## config.mk

```make
export PLATFORM = sky130hd
export DESIGN_NAME = display_scanner_flat
export DESIGN_NICKNAME = d
export VERILOG_FILES = /design/src/rtl/display_pkg.sv /design/src/rtl/display_scanner_if.sv /design/src/rtl/display_scanner_slot_timer.sv /design/src/rtl/display_scanner.sv /design/src/flat_wrapper.sv
export SDC_FILE = /design/constraint.sdc
export NUM_CORES = 1
export LEC_CHECK = 0
export ABC_AREA = 1
export BUFFER_PORTS_ARGS = -buffer_cell sky130_fd_sc_hd__buf_2
export CORE_MARGIN = 2
export CORE_UTILIZATION = 50
export CTS_BUF_LIST = sky130_fd_sc_hd__clkbuf_8
export CTS_CLUSTER_DIAMETER = 80
export CTS_CLUSTER_SIZE = 28
export DETAILED_ROUTE_END_ITERATION = 7
export GPL_ROUTABILITY_DRIVEN = 0
export GPL_TIMING_DRIVEN = 0
export PLACE_DENSITY = 0.84
export SLEW_MARGIN = 20
export SYNTH_ARGS = -nofsm -noshare
export SYNTH_HDL_FRONTEND = slang
export SYNTH_SLANG_ARGS = --single-unit
```

## constraint.sdc

```tcl
create_clock -name clk -period 1.7 [get_ports clk]
set_input_delay 0.34 -clock clk [delete_from_list [all_inputs] [get_ports clk]]
set_output_delay 0.34 -clock clk [all_outputs]
set_load 0.05 [all_outputs]
```

## src/rtl/display_pkg.sv

```systemverilog
// Shared constants and FSM encoding for the 8-digit multiplexed display scanner.
package display_pkg;
  localparam int DIGITS = 8;
  localparam int NIB_W  = 4;
  localparam int SEL_W  = 3;
  localparam int DATA_W = DIGITS * NIB_W;

  typedef enum logic {
    BLANKING = 1'b0,
    SHOWING  = 1'b1
  } scan_state_e;

  typedef logic [DIGITS-1:0][NIB_W-1:0] digits_t;
endpackage

```

## src/rtl/display_scanner_if.sv

```systemverilog
// Value-load handshake plus the scanned digit outputs toward the 7-segment driver.
interface display_scanner_if;
  import display_pkg::*;

  logic              in_valid;
  logic              in_ready;
  logic [DATA_W-1:0] in_data;
  logic              lz_en;
  logic [NIB_W-1:0]  nib;
  logic [SEL_W-1:0]  sel;
  logic              blank;
  logic              frame_start;

  modport master (
    output in_valid, in_data, lz_en,
    input  in_ready, nib, sel, blank, frame_start
  );

  modport slave (
    input  in_valid, in_data, lz_en,
    output in_ready, nib, sel, blank, frame_start
  );
endinterface

```

## src/rtl/display_scanner_slot_timer.sv

```systemverilog
// Free-running slot counter; tick marks the last cycle of each digit slot.
module slot_timer #(
  parameter  int DIV   = 50000,
  localparam int CNT_W = $clog2(DIV)
) (
  input  logic             clk,
  input  logic             rst,
  output logic [CNT_W-1:0] cnt,
  output logic             tick
);
  assign tick = (cnt == CNT_W'(DIV - 1));

  always_ff @(posedge clk) begin
    if (rst)       cnt <= '0;
    else if (tick) cnt <= '0;
    else           cnt <= cnt + 1'b1;
  end
endmodule

```

## src/rtl/display_scanner.sv

```systemverilog
// Multiplexed 8-digit scanner: per-slot blanking, leading-zero suppression and
// frame-aligned double buffering so a displayed frame never mixes two values.
module display_scanner
  import display_pkg::*;
#(
  parameter int DIV   = 50000,
  parameter int BLANK = 16
) (
  input  logic              clk,
  input  logic              rst,
  display_scanner_if.slave  bus
);
  localparam int CNT_W = $clog2(DIV);

  logic [CNT_W-1:0] cnt;
  logic             tick;
  logic [SEL_W-1:0] sel_q;
  scan_state_e      state, state_nx;
  digits_t          shadow, active;
  logic             pending;
  logic             accept;
  logic             frame_end;
  logic [DIGITS-1:0] digit_zero;
  logic [DIGITS-1:0] zero_from;

  slot_timer #(.DIV(DIV)) u_timer (
    .clk  (clk),
    .rst  (rst),
    .cnt  (cnt),
    .tick (tick)
  );

  assign frame_end = tick && (sel_q == SEL_W'(DIGITS - 1));
  assign accept    = bus.in_valid && !pending;

  always_ff @(posedge clk) begin
    if (rst)       sel_q <= '0;
    else if (tick) sel_q <= sel_q + 1'b1;
  end

  // state tracks cnt<BLANK; entering SHOWING one cycle early keeps it registered
  always_ff @(posedge clk) begin
    if (rst) state <= BLANKING;
    else     state <= state_nx;
  end

  always_comb begin
    state_nx = state;
    case (state)
      BLANKING: if (cnt == CNT_W'(BLANK - 1)) state_nx = SHOWING;
      SHOWING:  if (tick)                     state_nx = BLANKING;
      default:                                state_nx = BLANKING;
    endcase
  end

  // Swap only at the frame boundary; an accept in that same cycle waits a frame.
  always_ff @(posedge clk) begin
    if (rst) begin
      shadow  <= '0;
      active  <= '0;
      pending <= 1'b0;
    end else begin
      if (frame_end && pending) begin
        active  <= shadow;
        pending <= 1'b0;
      end
      if (accept) begin
        shadow  <= bus.in_data;
        pending <= 1'b1;
      end
    end
  end

  for (genvar k = 0; k < DIGITS; k++) begin : g_lz
    assign digit_zero[k] = (active[k] == '0);
    assign zero_from[k]  = &digit_zero[DIGITS-1:k];
  end

  assign bus.in_ready    = ~pending;
  assign bus.sel         = sel_q;
  assign bus.nib         = active[sel_q];
  assign bus.frame_start = (sel_q == '0) && (cnt == '0);
  assign bus.blank       = (state == BLANKING) ||
                           (bus.lz_en && (sel_q != '0) && zero_from[sel_q]);
endmodule

```

## src/flat_wrapper.sv

```systemverilog
// flat-port wrapper written by rule: the top's interface ports become plain ports
module display_scanner_flat import display_pkg::*;
#(
  parameter int DIV   = 50000,
  parameter int BLANK = 16
)
  (clk, rst, bus_in_valid, bus_in_data, bus_lz_en, bus_in_ready, bus_nib, bus_sel, bus_blank, bus_frame_start);
  display_scanner_if bus_i ();
  input  logic clk;
  input  logic rst;
  input wire logic [$bits(bus_i.in_valid)-1:0] bus_in_valid;
  input wire logic [$bits(bus_i.in_data)-1:0] bus_in_data;
  input wire logic [$bits(bus_i.lz_en)-1:0] bus_lz_en;
  output wire logic [$bits(bus_i.in_ready)-1:0] bus_in_ready;
  output wire logic [$bits(bus_i.nib)-1:0] bus_nib;
  output wire logic [$bits(bus_i.sel)-1:0] bus_sel;
  output wire logic [$bits(bus_i.blank)-1:0] bus_blank;
  output wire logic [$bits(bus_i.frame_start)-1:0] bus_frame_start;
  assign bus_i.in_valid = bus_in_valid;
  assign bus_i.in_data = bus_in_data;
  assign bus_i.lz_en = bus_lz_en;
  assign bus_in_ready = bus_i.in_ready;
  assign bus_nib = bus_i.nib;
  assign bus_sel = bus_i.sel;
  assign bus_blank = bus_i.blank;
  assign bus_frame_start = bus_i.frame_start;
  display_scanner #(.DIV(DIV), .BLANK(BLANK)) u_core (.clk(clk), .rst(rst), .bus(bus_i));
endmodule
```

==> results.md, run 1 <==
* complete, but fails checks — run status
* setup timing — violations in the final reports
* 2.47 nW — total leakage power
* 0.00389 W — post-route total power
* 0 — final routed DRC violation total
* 64.6% — worst-case headroom to the max-slew limit
* 360 ps — clock latency on the worst-skew pair
* 7650 um2 — core box area
* 577 — Filler Cell Count
* 3,736 — via count of the first global-routing pass
* 0 — final global-route overflow total
* sky130_fd_sc_hd__dfxtp_1 — library cell occupying the most area in the post-synthesis netlist
* 43.5% — sequential area share after synthesis
* 3910 um2 — synthesized area
* 0% — share of flip-flops with an asynchronous set or reset
* 46 — ports placed on the boundary
* 45 — port bufs
* 4,186 — total number of vias
* 0 — count of flip-flops with a built-in enable after synthesis
* flip-flop — startpoint kind of the worst setup timing path
* 51.2% — effective utilization at floorplan
* built — CTS tree
* sky130_fd_sc_hd__clkbuf_8 — clock tree root buffer cell
* sky130_fd_sc_hd__dfxtp_1 (43%), sky130_fd_sc_hd__nor2_1 (16%), sky130_fd_sc_hd__nand2_1 (11%) — leading post-synthesis cells by cell area
* 736 nW/um2 — power density over the cells
* 0 — max-capacitance violation count
* 189 ps — Min Hold Slack
* 1360 ps — data required time of the worst path
* 1910 ps — critical path data arrival time
* 11,700 um — Total Wirelength
* 9 — clock buffer count from CTS
* 35.1% — area overhead of the layout relative to synthesis
* true — RSZ-0062 raised after global routing
* 630 — syn nets
* -551 ps — slack of the critical path
* 708 — net count reported at finish
* 0 — total of warnings raised by yosys
* 132% — final clock period utilization by the worst path
* 0.000459 V — worst ir drop on vdd
* 8550 um2 — die area
* sky130_fd_sc_hd__nor2_1 — most frequent cell after synthesis
* 90 ps — Clock Pin Slew Worst Setup and Hold Paths
* 0 — number of nets with antenna violations after routing
* 0 — final hold viol count
* 92.5 um — floorplan die height
* 1710 um2 — FF+latch area
* output port — Critical Path Sink Type
* 0 — initial antenna violation count
* 0 — number of max-slew violations in the final report
* 2230 um2 — footprint of the multi-input gates
* 24.4% — Global Route Usage Sum
* 5.41 — mean number of vias per cell
* 92.5 um — die width
* in2reg — hold crit path type
* 3 — H-Tree Level Count
* 43.5% — Synth top area share
* 6810 um — HPWL after detailed placement
* sky130_fd_sc_hd__nor2_1 (169), sky130_fd_sc_hd__nand2_1 (110), sky130_fd_sc_hd__dfxtp_1 (85), sky130_fd_sc_hd__inv_1 (55), sky130_fd_sc_hd__o21ai_0 (51) — most used standard cells in the synthesized netlist
* 8.86 ps — clock skew after layout
* 2250 ps — time the worst path needs with I/O delays and setup
* 6.64 um2 — average size of a mapped cell
* 0 — number of antenna cells inserted
* 85 — Sinks on Clock Net
* 302 — number of DRC markers in iteration 0
* 444 MHz — Max Clock Freq
* 85 — flops & latches, synth
* 2 — Clock Path Buffers
* 30 — count of cell types in the netlist
* sky130_fd_sc_hd__dfxtp_1 — flip-flop cell with the highest count after synthesis
* 28.1% — share of post-route cells with drive strength above 1
* 32 — standard-cell row count
* reg2out — category of the most critical setup path
* 15.2 um — average wire per cell in the routed design
* 532 ps — measured slew at the worst slew-check pin
* 0 — count of hold-fix buffers inserted at cts
* 7 — Initial DRT Pass Iterations
* 10 — top fanout value on the critical path
* 15 — pin count of the biggest net entering global routing
* 23 — final number of setup-violating endpoints
* 16,700 um — wire length of the first global-routing pass
* 589 — Mapped Cells
## critical path, cell delays in order, from the launching register on
cell	delay, ps
sky130_fd_sc_hd__dfxtp_4	370
sky130_fd_sc_hd__inv_1	100
sky130_fd_sc_hd__clkbuf_8	200
sky130_fd_sc_hd__ha_4	150
sky130_fd_sc_hd__nand2_4	50
sky130_fd_sc_hd__buf_6	120
sky130_fd_sc_hd__nor4_4	190
sky130_fd_sc_hd__and3_4	220
sky130_fd_sc_hd__buf_8	140
## sequential cells by signal, indices dropped and copies added, names as in the netlist
name	flops
u_core.bus.sel	3
u_core.u_timer.cnt	16
u_core.shadow	32
u_core.pending	1
u_core.active	32
u_core.state	1
## routing by layer
metal	vias up	global-route usage, %	wire [um]
li1	1985	-	-
met1	1981	29.9	4780
met3	45	2.93	633
met5	-	0	0
met4	0	12.1	454
met2	175	42.2	5860
## timing repair
| item | CTS | global route |
|---|---|---|
| buffers inserted | 8 | 9 |
| endpoints found under the setup margin | 52 | 53 |
| cloned | 1 | 4 |
| resized for setup | 54 | 85 |
| pin swaps | 10 | 22 |
## final timing paths
check / start / end / slack (ps) / cells past startpoint
worst min-delay path: bus_in_data[27] / u_core.shadow[27]$_SDFFE_PP0P_ / 190 / 3
worst min register to register: u_core.shadow[0]$_SDFFE_PP0P_ / u_core.active[0]$_SDFFE_PP0P_ / 460 / 2
worst max register to register: u_core.u_timer.cnt[0]$_SDFF_PP0_ / u_core.active[17]$_SDFFE_PP0P_ / -60 / 12
worst max-delay path: u_core.bus.sel[1]$_SDFFE_PP0N_ / bus_frame_start / -550 / 8
## where the power goes
group / total (W) / internal (W) / leakage (nW) / switching (W)
Combinational: 0.000275 / 0.000112 / 1.67 / 0.000163
Clock: 0.00151 / 0.000759 / 0.102 / 0.000752
Sequential: 0.00211 / 0.00205 / 0.695 / 0.0000519
## metrics by stage
step	area [um2]	setup TNS, ps	utilization (%)	instances	setup WS (ps)
2_1_floorplan	4040	-575	-	589	-162
3_3_place_gp	4390	-5840	57.4	736	-357
6_report	5290	-3060	69.1	774	-551
5_1_grt	5290	-5770	69.1	774	-609
4_1_cts	4830	-2270	63.2	761	-504
3_5_place_dp	4390	-7510	57.4	736	-374
## layout by cell type (no fill, tap or decap), types with 2 or more instances in the layout
cell type and instances:
sky130_fd_sc_hd__a21oi_1 18, sky130_fd_sc_hd__a21oi_2 7, sky130_fd_sc_hd__a31oi_4 4, sky130_fd_sc_hd__buf_12 4
sky130_fd_sc_hd__buf_2 41, sky130_fd_sc_hd__buf_4 14, sky130_fd_sc_hd__buf_6 10, sky130_fd_sc_hd__buf_8 4
sky130_fd_sc_hd__clkbuf_1 11, sky130_fd_sc_hd__clkbuf_16 5, sky130_fd_sc_hd__clkbuf_4 2, sky130_fd_sc_hd__clkbuf_8 13
sky130_fd_sc_hd__clkinvlp_4 2, sky130_fd_sc_hd__dfxtp_1 80, sky130_fd_sc_hd__dfxtp_2 3, sky130_fd_sc_hd__dfxtp_4 2
sky130_fd_sc_hd__ha_1 3, sky130_fd_sc_hd__ha_4 2, sky130_fd_sc_hd__inv_1 55, sky130_fd_sc_hd__nand2_1 87
sky130_fd_sc_hd__nand2_2 23, sky130_fd_sc_hd__nand2_4 10, sky130_fd_sc_hd__nand3_1 15, sky130_fd_sc_hd__nand4_1 6
sky130_fd_sc_hd__nor2_1 146, sky130_fd_sc_hd__nor2_2 17, sky130_fd_sc_hd__nor2_4 8, sky130_fd_sc_hd__nor3_1 6
sky130_fd_sc_hd__nor3b_1 2, sky130_fd_sc_hd__o21ai_0 39, sky130_fd_sc_hd__o21ai_1 8, sky130_fd_sc_hd__o21ai_2 4
sky130_fd_sc_hd__or2_2 2, sky130_fd_sc_hd__xnor2_1 2, sky130_fd_sc_hd__xor2_1 2
## logic make-up (layout without fill, tap and decap cells)
| kind of cell | Yosys count | count (layout) | synth area share (%) |
|---|---|---|---|
| simple gates | 329 | 329 | 34.4 |
| flops | 85 | 85 | 43.5 |
| buf+inv | 85 | 168 | 9.02 |
| compound gates | 81 | 81 | 10.6 |
| fa+ha+maj | 5 | 5 | 1.60 |
| xor+xnor | 4 | 4 | 0.896 |
## cell type report
cell class                      instances  share of cell area (%)
Clock buffer                           11                    2.86
Inverter                               58                    4.35
Buffer                                 27                    4.73
Clock inverter                          5                    1.11
Tap cell                              102                    2.41
Timing Repair Buffer                   67                    9.96
Sequential cell                        85                    32.4
Multi-Input combinational cell        419                    42.2
(Power assumes the default switching activity.)
==> run 2, diff against run 1 <==
--- a/config.mk
+++ b/config.mk
@@ -15,7 +15,8 @@
 export DETAILED_ROUTE_END_ITERATION = 7
 export GPL_ROUTABILITY_DRIVEN = 0
 export GPL_TIMING_DRIVEN = 0
-export PLACE_DENSITY = 0.84
+export MAX_ROUTING_LAYER = met4
+export PLACE_DENSITY = 0.73
 export SLEW_MARGIN = 20
 export SYNTH_ARGS = -nofsm -noshare
 export SYNTH_HDL_FRONTEND = slang
==> results.md, run 2 (synthesized netlist as in run 1, its figures left out) <==
* 45 — port bufs, unchanged
* 40.1% — part of the power in the clock network, was 38.8%
* 1360 ps — data required time of the worst path, about the same
* 25.0% — share of post-route cells with drive strength above 1, was 28.1%
* -549 ps — slack of the critical path, was -551 ps
* 90 ps — Clock Pin Slew Worst Setup and Hold Paths, about the same
* sky130_fd_sc_hd__nor2_1 — commonest non-fill, non-tap cell in the layout, unchanged
* 16,800 um — wire length of the first global-routing pass, was 16,700 um
* 6.5% — share of power burned in combinational logic, was 7.1%
* 0 — number of max-slew violations in the final report, unchanged
* output port — Critical Path Sink Type, unchanged
* 648 — Filler Cell Count, was 577
* 85 — Sinks on Clock Net, unchanged
* built — CTS tree, unchanged
* 32.7% — area overhead of the layout relative to synthesis, was 35.1%
* 92.5 um — floorplan die height, unchanged
* inv_1 -> clkbuf_4 -> nand2_1 -> nand3_1 -> nand2_1 -> nand2_1 -> nor2_1 -> nand2_1 -> nand2_4 -> buf_8 — sequence of cells on the critical path, was inv_1 -> clkbuf_8 -> ha_4 -> nand2_4 -> buf_6 -> nor4_4 -> and3_4 -> buf_8
* 10,900 um — Total Wirelength, was 11,700 um
* 132% — final clock period utilization by the worst path, about the same
* 53.4% — share of total power in sequential cells, was 54.1%
* 360 ps — clock latency on the worst-skew pair, about the same
* 222 — number of DRC markers in iteration 0, was 302
* 6 — Initial DRT Pass Iterations, was 7
* 0 — number of antenna cells inserted, unchanged
* 3,656 — via count of the first global-routing pass, was 3,736
* true — RSZ-0062 raised after global routing, unchanged
* 2120 um2 — footprint of the multi-input gates, was 2230 um2
* 757 nW/um2 — power density over the cells, was 736 nW/um2
* 60.5% — worst-case headroom to the max-slew limit, was 64.6%
* 32 — standard-cell row count, unchanged
* 6800 um — HPWL after detailed placement, was 6810 um
* 8550 um2 — die area, unchanged
* 10 — top fanout value on the critical path, unchanged
* 0 — number of nets with antenna violations after routing, unchanged
* -2870 ps — Total Neg Setup Slack, was -3060 ps
* 5190 um2 — Final Instance Area, was 5290 um2
* in2reg — hold crit path type, unchanged
* sky130_fd_sc_hd__clkbuf_8 — clock tree root buffer cell, unchanged
* 0.000948 W — NetSw, was 0.000967 W
* 0 — final routed DRC violation total, unchanged
* 593 ps — measured slew at the worst slew-check pin, was 532 ps
* 15 — pin count of the biggest net entering global routing, unchanged
* setup timing — violations in the final reports, unchanged
* u_core.active x32, u_core.shadow x32, u_core.u_timer.cnt x16 — top flop regs, unchanged
* 0 — initial antenna violation count, unchanged
* 0 — final hold viol count, unchanged
* 0.00393 W — post-route total power, was 0.00389 W
* sky130_fd_sc_hd__nor2_1 (157), sky130_fd_sc_hd__nand2_1 (106), sky130_fd_sc_hd__dfxtp_1 (79) — commonest cells after routing, fill and taps aside, was sky130_fd_sc_hd__nor2_1 (146), sky130_fd_sc_hd__nand2_1 (87), sky130_fd_sc_hd__dfxtp_1 (80)
* 1720 um2 — FF+latch area, was 1710 um2
* 0.000610 V — worst ir drop on vdd, was 0.000459 V
* 5.20 — mean number of vias per cell, was 5.41
* 0 — max-capacitance violation count, unchanged
* 0.00298 W — internal power contribution, was 0.00293 W
* 430 ps — Max stage delay on crit path, was 370 ps
* 0 — count of hold-fix buffers inserted at cts, unchanged
* 1910 ps — critical path data arrival time, about the same
* 14.1 um — average wire per cell in the routed design, was 15.2 um
* sky130_fd_sc_hd__dfxtp_2 — master of the slowest instance on the critical path, was sky130_fd_sc_hd__dfxtp_4
* sky130_fd_sc_hd__nand2_1 — most repeated library cell on the critical path
* 4390 um2 — dpl cell area, unchanged
* 24.2% — Net Sw Frac, was 24.8%
* 46 — ports placed on the boundary, unchanged
* 2250 ps — time the worst path needs with I/O delays and setup, about the same
* 2 — Clock Path Buffers, unchanged
* 6.91 ps — clock skew after layout, was 8.86 ps
* 8 — final number of setup-violating endpoints, was 23
* 712 — net count reported at finish, was 708
* -355 ps — Placement Setup Slack, was -374 ps
* complete, but fails checks — run status, unchanged
* 0 — final global-route overflow total, unchanged
* 4,037 — total number of vias, was 4,186
* 92.5 um — die width, unchanged
* 25.3% — Global Route Usage Sum, was 24.4%
* 2.48 nW — total leakage power, was 2.47 nW
* 9 — clock buffer count from CTS, unchanged
* 3 — H-Tree Level Count, unchanged
* 51.2% — effective utilization at floorplan, unchanged
* reg2out — category of the most critical setup path, unchanged
* flip-flop — startpoint kind of the worst setup timing path, unchanged
* 445 MHz — Max Clock Freq, was 444 MHz
* 7650 um2 — core box area, unchanged
run 2: cell types whose count changed in the layout (fill, tap and decap cells not counted), moves of 5 or more:
cell	before	now
sky130_fd_sc_hd__nand2_1	87	106
sky130_fd_sc_hd__nand2_2	23	11
sky130_fd_sc_hd__nand2_4	10	3
sky130_fd_sc_hd__nor2_1	146	157
sky130_fd_sc_hd__nor2_2	17	12
sky130_fd_sc_hd__nor2_4	8	2
run 2: worst max-delay path: cells and delay by family, from the launching register on:
kind,cells,cell delay (ps)
buf+inv,3,490
flops,1,430
simple gates,7,620
run 2: metrics by stage:
step	hold WS, ps	std cells	utilization [%]
2_1_floorplan	441	589	-
3_3_place_gp	461	736	57.4
3_5_place_dp	467	736	57.4
4_1_cts	194	767	64.0
5_1_grt	187	777	67.9
6_report	193	777	67.9
run 2: final timing paths:
path	startpoint	cells past startpoint	slack (ps)	endpoint
min reg2reg	u_core.u_timer.cnt[0]$_SDFF_PP0_	1	460	u_core.u_timer.cnt[0]$_SDFF_PP0_
max	u_core.bus.sel[2]$_SDFFE_PP0N_	10	-550	bus_blank
max reg2reg	u_core.bus.sel[0]$_SDFFE_PP0N_	11	-10	u_core.active[9]$_SDFFE_PP0P_
min	bus_in_data[15]	3	190	u_core.shadow[15]$_SDFFE_PP0P_
run 2: per-layer routing:
layer / vias to the layer above / GRT usage (%) / routed length, um
li1: 2000 / - / -
met1: 1848 / 30.5 / 4610
met2: 150 / 42.4 / 5290
met3: 39 / 6.35 / 721
met4: 0 / 7.09 / 308
met5: - / - / 0
run 2: repair_timing:
item | CTS | global route
resized for setup | 59 | 51
setup buffers | 14 | 8
cloned | 2 | 3
setup endpoints to repair | 54 | 41
pin swaps | 13 | 19
run 2: cell type report:
type / count / share of cell area (%)
Multi-Input combinational cell: 419 / 40.8
Inverter: 58 / 4.44
Timing Repair Buffer: 70 / 10.2
Timing Repair inverter: 1 / 0.217
Buffer: 27 / 4.63
Tap cell: 102 / 2.46
Clock inverter: 6 / 1.66
Clock buffer: 9 / 2.39
Sequential cell: 85 / 33.1
run 2: power by group through the flow:
| stage | Sequential (W) | Clock (W) | Combinational (W) |
|---|---|---|---|
| finish | 0.00210 | 0.00157 | 0.000256 |
| global route | 0.00211 | 0.00166 | 0.000293 |
| CTS | 0.00209 | 0.00157 | 0.000248 |
| detailed placement | 0.00214 | 0 | 0.000233 |
| global placement | 0.00214 | 0 | 0.000227 |
| floorplan | 0.00213 | 0 | 0.000149 |
==> run 3, diff against run 2 <==
--- a/config.mk
+++ b/config.mk
@@ -5,8 +5,9 @@
 export SDC_FILE = /design/constraint.sdc
 export NUM_CORES = 1
 export LEC_CHECK = 0
-export ABC_AREA = 1
+export ABC_AREA = 0
 export BUFFER_PORTS_ARGS = -buffer_cell sky130_fd_sc_hd__buf_2
+export CORE_ASPECT_RATIO = 1.1
 export CORE_MARGIN = 2
 export CORE_UTILIZATION = 50
 export CTS_BUF_LIST = sky130_fd_sc_hd__clkbuf_8
@@ -21,3 +22,4 @@
 export SYNTH_ARGS = -nofsm -noshare
 export SYNTH_HDL_FRONTEND = slang
 export SYNTH_SLANG_ARGS = --single-unit
+export TNS_END_PERCENT = 50
==> results.md, run 3 <==
* 3,741 — via count of the first global-routing pass, was 3,656
* 3 — top fanout value on the critical path, was 10
* 87.9 um — die width, was 92.5 um
* 675 nW/um2 — power density over the cells, was 757 nW/um2
* 0 — final global-route overflow total, unchanged
* sky130_fd_sc_hd__dfxtp_1 — most frequent cell after synthesis, was sky130_fd_sc_hd__nor2_1
* 90 ps — Clock Pin Slew Worst Setup and Hold Paths, about the same
* u_core.active x32, u_core.shadow x32, u_core.u_timer.cnt x16 — top flop regs, unchanged
* 0% — share of flip-flops with an asynchronous set or reset, unchanged
* u_core.active[3]$_SDFFE_PP0P_ — capture point of the worst reg-to-reg path, was u_core.active[9]$_SDFFE_PP0P_
* 0 — number of max-slew violations in the final report, unchanged
* met2 — Top Usage Layer GRT, unchanged
* 3870 um2 — synthesized area, was 3910 um2
* 0 — total of warnings raised by yosys, unchanged
* 6.14 — mean number of vias per cell, was 5.20
* complete, but fails checks — run status, unchanged
* flip-flop — startpoint kind of the worst setup timing path, unchanged
* -684 ps — slack of the critical path, was -549 ps
* 96.3 um — floorplan die height, was 92.5 um
* 56.8% — share of total power in sequential cells, was 53.4%
* 9 — clock buffer count from CTS, unchanged
* setup timing — violations in the final reports, unchanged
* 140% — final clock period utilization by the worst path, was 132%
* 7470 um2 — core box area, was 7650 um2
* 51.8% — effective utilization at floorplan, was 51.2%
* sky130_fd_sc_hd__nor4_1 — master of the slowest instance on the critical path, was sky130_fd_sc_hd__dfxtp_2
* 3,907 — total number of vias, was 4,037
* 29.5% — Global Route Usage Sum, was 25.3%
* sky130_fd_sc_hd__dfxtp_1 — commonest non-fill, non-tap cell in the layout, was sky130_fd_sc_hd__nor2_1
* 7.82 ps — clock skew after layout, was 6.91 ps
* 6.8% — share of power burned in combinational logic, was 6.5%
* reg2out — category of the most critical setup path, unchanged
* built — CTS tree, unchanged
* u_core.u_timer.cnt[10]$_SDFF_PP0_ — startpoint of the lowest-slack register-to-register path, was u_core.bus.sel[0]$_SDFFE_PP0N_
* sky130_fd_sc_hd__dfxtp_1 (44%), sky130_fd_sc_hd__a21oi_1 (8.8%), sky130_fd_sc_hd__nand2_1 (6.7%) — leading post-synthesis cells by cell area, was sky130_fd_sc_hd__dfxtp_1 (43%), sky130_fd_sc_hd__nor2_1 (16%), sky130_fd_sc_hd__nand2_1 (11%)
* 8.60 um2 — average size of a mapped cell, was 6.64 um2
* 0.00270 W — internal power contribution, was 0.00298 W
* 85 — Sinks on Clock Net, unchanged
* 491 — syn nets, was 630
* nor4_1 -> o211ai_1 -> a32o_2 -> o31ai_4 -> buf_6 — sequence of cells on the critical path, was inv_1 -> clkbuf_4 -> nand2_1 -> nand3_1 -> nand2_1 -> nand2_1 -> nor2_1 -> nand2_1 -> nand2_4 -> buf_8
* 85 — flops & latches, synth, unchanged
* 390 ps — Max stage delay on crit path, was 430 ps
* 58 — final number of setup-violating endpoints, was 8
* 450 — Mapped Cells, was 589
* 6.17% — GRT met3 Usage, was 6.35%
* 33 — standard-cell row count, was 32
* 44.0% — Synth top area share, was 43.5%
* sky130_fd_sc_hd__dfxtp_1 (77), sky130_fd_sc_hd__nand2_1 (69), sky130_fd_sc_hd__a21oi_1 (62) — commonest cells after routing, fill and taps aside, was sky130_fd_sc_hd__nor2_1 (157), sky130_fd_sc_hd__nand2_1 (106), sky130_fd_sc_hd__dfxtp_1 (79)
* sky130_fd_sc_hd__clkbuf_8 — clock tree root buffer cell, unchanged
* 48.1% — met2 routing resource usage after global routing, was 42.4%
* 370 ps — clock latency on the worst-skew pair, was 360 ps
* bus_in_data[11] — worst hold start, was bus_in_data[15]
* 283 — number of DRC markers in iteration 0, was 222
* 419 MHz — Max Clock Freq, was 445 MHz
* 33.7% — met1 layer usage reported by global route, was 30.5%
* 0 — count of hold-fix buffers inserted at cts, unchanged
* 44.0% — sequential area share after synthesis, was 43.5%
* sky130_fd_sc_hd__dfxtp_1 — library cell occupying the most area in the post-synthesis netlist, unchanged
* 1360 ps — data required time of the worst path, about the same
* 0 — final hold viol count, unchanged
* 19.1 um — average wire per cell in the routed design, was 14.1 um
* 524 — Filler Cell Count, was 648
* 900 ps — measured slew at the worst slew-check pin, was 593 ps
* 6 — depth of the worst register-to-register path, was 11
* 12,200 um — Total Wirelength, was 10,900 um
* -510 ps — setup slack of the most critical reg-to-reg path, was -10 ps
* 0 — count of flip-flops with a built-in enable after synthesis, unchanged
* 0.000481 V — worst ir drop on vdd, was 0.000610 V
* 2380 ps — time the worst path needs with I/O delays and setup, was 2250 ps
* 599 — total instance count after detailed placement, was 736
* sky130_fd_sc_hd__dfxtp_1 — flip-flop cell with the highest count after synthesis, unchanged
* 46 — ports placed on the boundary, unchanged
* 2040 ps — critical path data arrival time, was 1910 ps
* 7170 um — HPWL after detailed placement, was 6800 um
* 0 — number of antenna cells inserted, unchanged
* in2reg — hold crit path type, unchanged
* output port — Critical Path Sink Type, unchanged
* 36.4% — part of the power in the clock network, was 40.1%
* 3 — H-Tree Level Count, unchanged
* u_core.shadow[11]$_SDFFE_PP0P_ — endpoint of the worst hold-timing path, was u_core.shadow[15]$_SDFFE_PP0P_
* 0 — initial antenna violation count, unchanged
* 0 — number of nets with antenna violations after routing, unchanged
* 25.9% — Net Sw Frac, was 24.2%
* 40.0% — worst-case headroom to the max-slew limit, was 60.5%
* 0.000945 W — NetSw, was 0.000948 W
* 39.6% — area overhead of the layout relative to synthesis, was 32.7%
* 34 — count of cell types in the netlist, was 30
* 7 — Initial DRT Pass Iterations, was 6
* sky130_fd_sc_hd__dfxtp_1 (85), sky130_fd_sc_hd__nand2_1 (69), sky130_fd_sc_hd__a21oi_1 (68), sky130_fd_sc_hd__nand4_1 (37), sky130_fd_sc_hd__clkbuf_1 (35) — most used standard cells in the synthesized netlist, was sky130_fd_sc_hd__nor2_1 (169), sky130_fd_sc_hd__nand2_1 (110), sky130_fd_sc_hd__dfxtp_1 (85), sky130_fd_sc_hd__inv_1 (55), sky130_fd_sc_hd__o21ai_0 (51)
* 15 — pin count of the biggest net entering global routing, unchanged
* 636 — Non-Filler Instances, was 777
* 18,500 um — wire length of the first global-routing pass, was 16,800 um
* 2 — Clock Path Buffers, unchanged
* 8460 um2 — die area, was 8550 um2
* 44 — port bufs, was 45
* 0 — final routed DRC violation total, unchanged
* 0.00365 W — post-route total power, was 0.00393 W
* 34.7% — share of post-route cells with drive strength above 1, was 25.0%
* 3 — WHS Path Cells, unchanged
* 0 — max-capacitance violation count, unchanged
* true — RSZ-0062 raised after global routing, unchanged
* 567 — net count reported at finish, was 712
* 1.84 nW — total leakage power, was 2.48 nW
[run 3: metal layers]
layer / vias to the layer above / wire length, um
met2: 178 / 5970
met3: 52 / 840
li1: 1787 / -
met5: - / 0
met1: 1890 / 4880
met4: 0 / 456
[run 3: worst max-delay path by stage]
stage,depth (start not counted),slack [ps],to,from
2_1_floorplan,6,-270,u_core.active[22]$_SDFFE_PP0P_,u_core.u_timer.cnt[13]$_SDFF_PP0_
3_3_place_gp,6,-840,u_core.active[26]$_SDFFE_PP0P_,u_core.u_timer.cnt[0]$_SDFF_PP0_
3_5_place_dp,6,-860,u_core.active[24]$_SDFFE_PP0P_,u_core.u_timer.cnt[0]$_SDFF_PP0_
4_1_cts,5,-570,bus_blank,u_core.active[23]$_SDFFE_PP0P_
5_1_grt,5,-830,bus_blank,u_core.active[8]$_SDFFE_PP0P_
6_report,5,-680,bus_blank,u_core.active[8]$_SDFFE_PP0P_
[run 3: cell families after synthesis]
logic type	count (synthesis)	share of synthesized area, %
xor+xnor	14	3.17
compound gates	112	18.6
fa+ha+maj	5	1.62
simple gates	170	21.0
flops	85	44.0
mux	12	5.82
buf+inv	52	5.85
[run 3: what timing repair did]
action / in CTS / in global routing
cloned: 5 / 0
setup endpoints to repair: 58 / 58
pin swaps: 41 / 31
setup buffers: 13 / 3
gates resized for setup: 100 / 45
[run 3: per-stage QoR]
step	area (um2)	setup TNS (ps)	hold WS (ps)	util, %	setup WS [ps]
final	5400	-25900	194	72.3	-684
after global routing	5400	-28750	198	72.3	-829
after CTS	5160	-21110	190	69.1	-566
after detailed placement	4320	-32920	450	57.8	-856
after global placement	4320	-32800	444	57.8	-845
after floorplan	3970	-11830	437	-	-266
[run 3: power groups by stage]
| stage | logic [W] | clock network [W] | registers [W] |
|---|---|---|---|
| after global routing | 0.000276 | 0.00140 | 0.00208 |
| after floorplan | 0.000144 | 0 | 0.00210 |
| after global placement | 0.000220 | 0 | 0.00211 |
| after detailed placement | 0.000225 | 0 | 0.00211 |
| final | 0.000249 | 0.00133 | 0.00207 |
| after CTS | 0.000244 | 0.00133 | 0.00207 |
[run 3: critical path: cells and delay by family, from the launching register on]
family | cells | cell delay [ps]
AO/OA/AOI/OAI | 3 | 730
buffers and inverters | 1 | 190
flip-flops | 1 | 360
AND/OR/NAND/NOR | 1 | 390
[run 3: area by class of cell]
type | instances | area [um2] | share of cell area, %
Buffer | 41 | 297 | 5.49
Sequential cell | 85 | 1720 | 31.8
Tap cell | 105 | 131 | 2.43
Timing Repair Buffer | 65 | 537 | 9.94
Clock buffer | 10 | 138 | 2.55
Multi-Input combinational cell | 313 | 2500 | 46.3
Inverter | 11 | 43.8 | 0.811
Clock inverter | 6 | 37.5 | 0.695
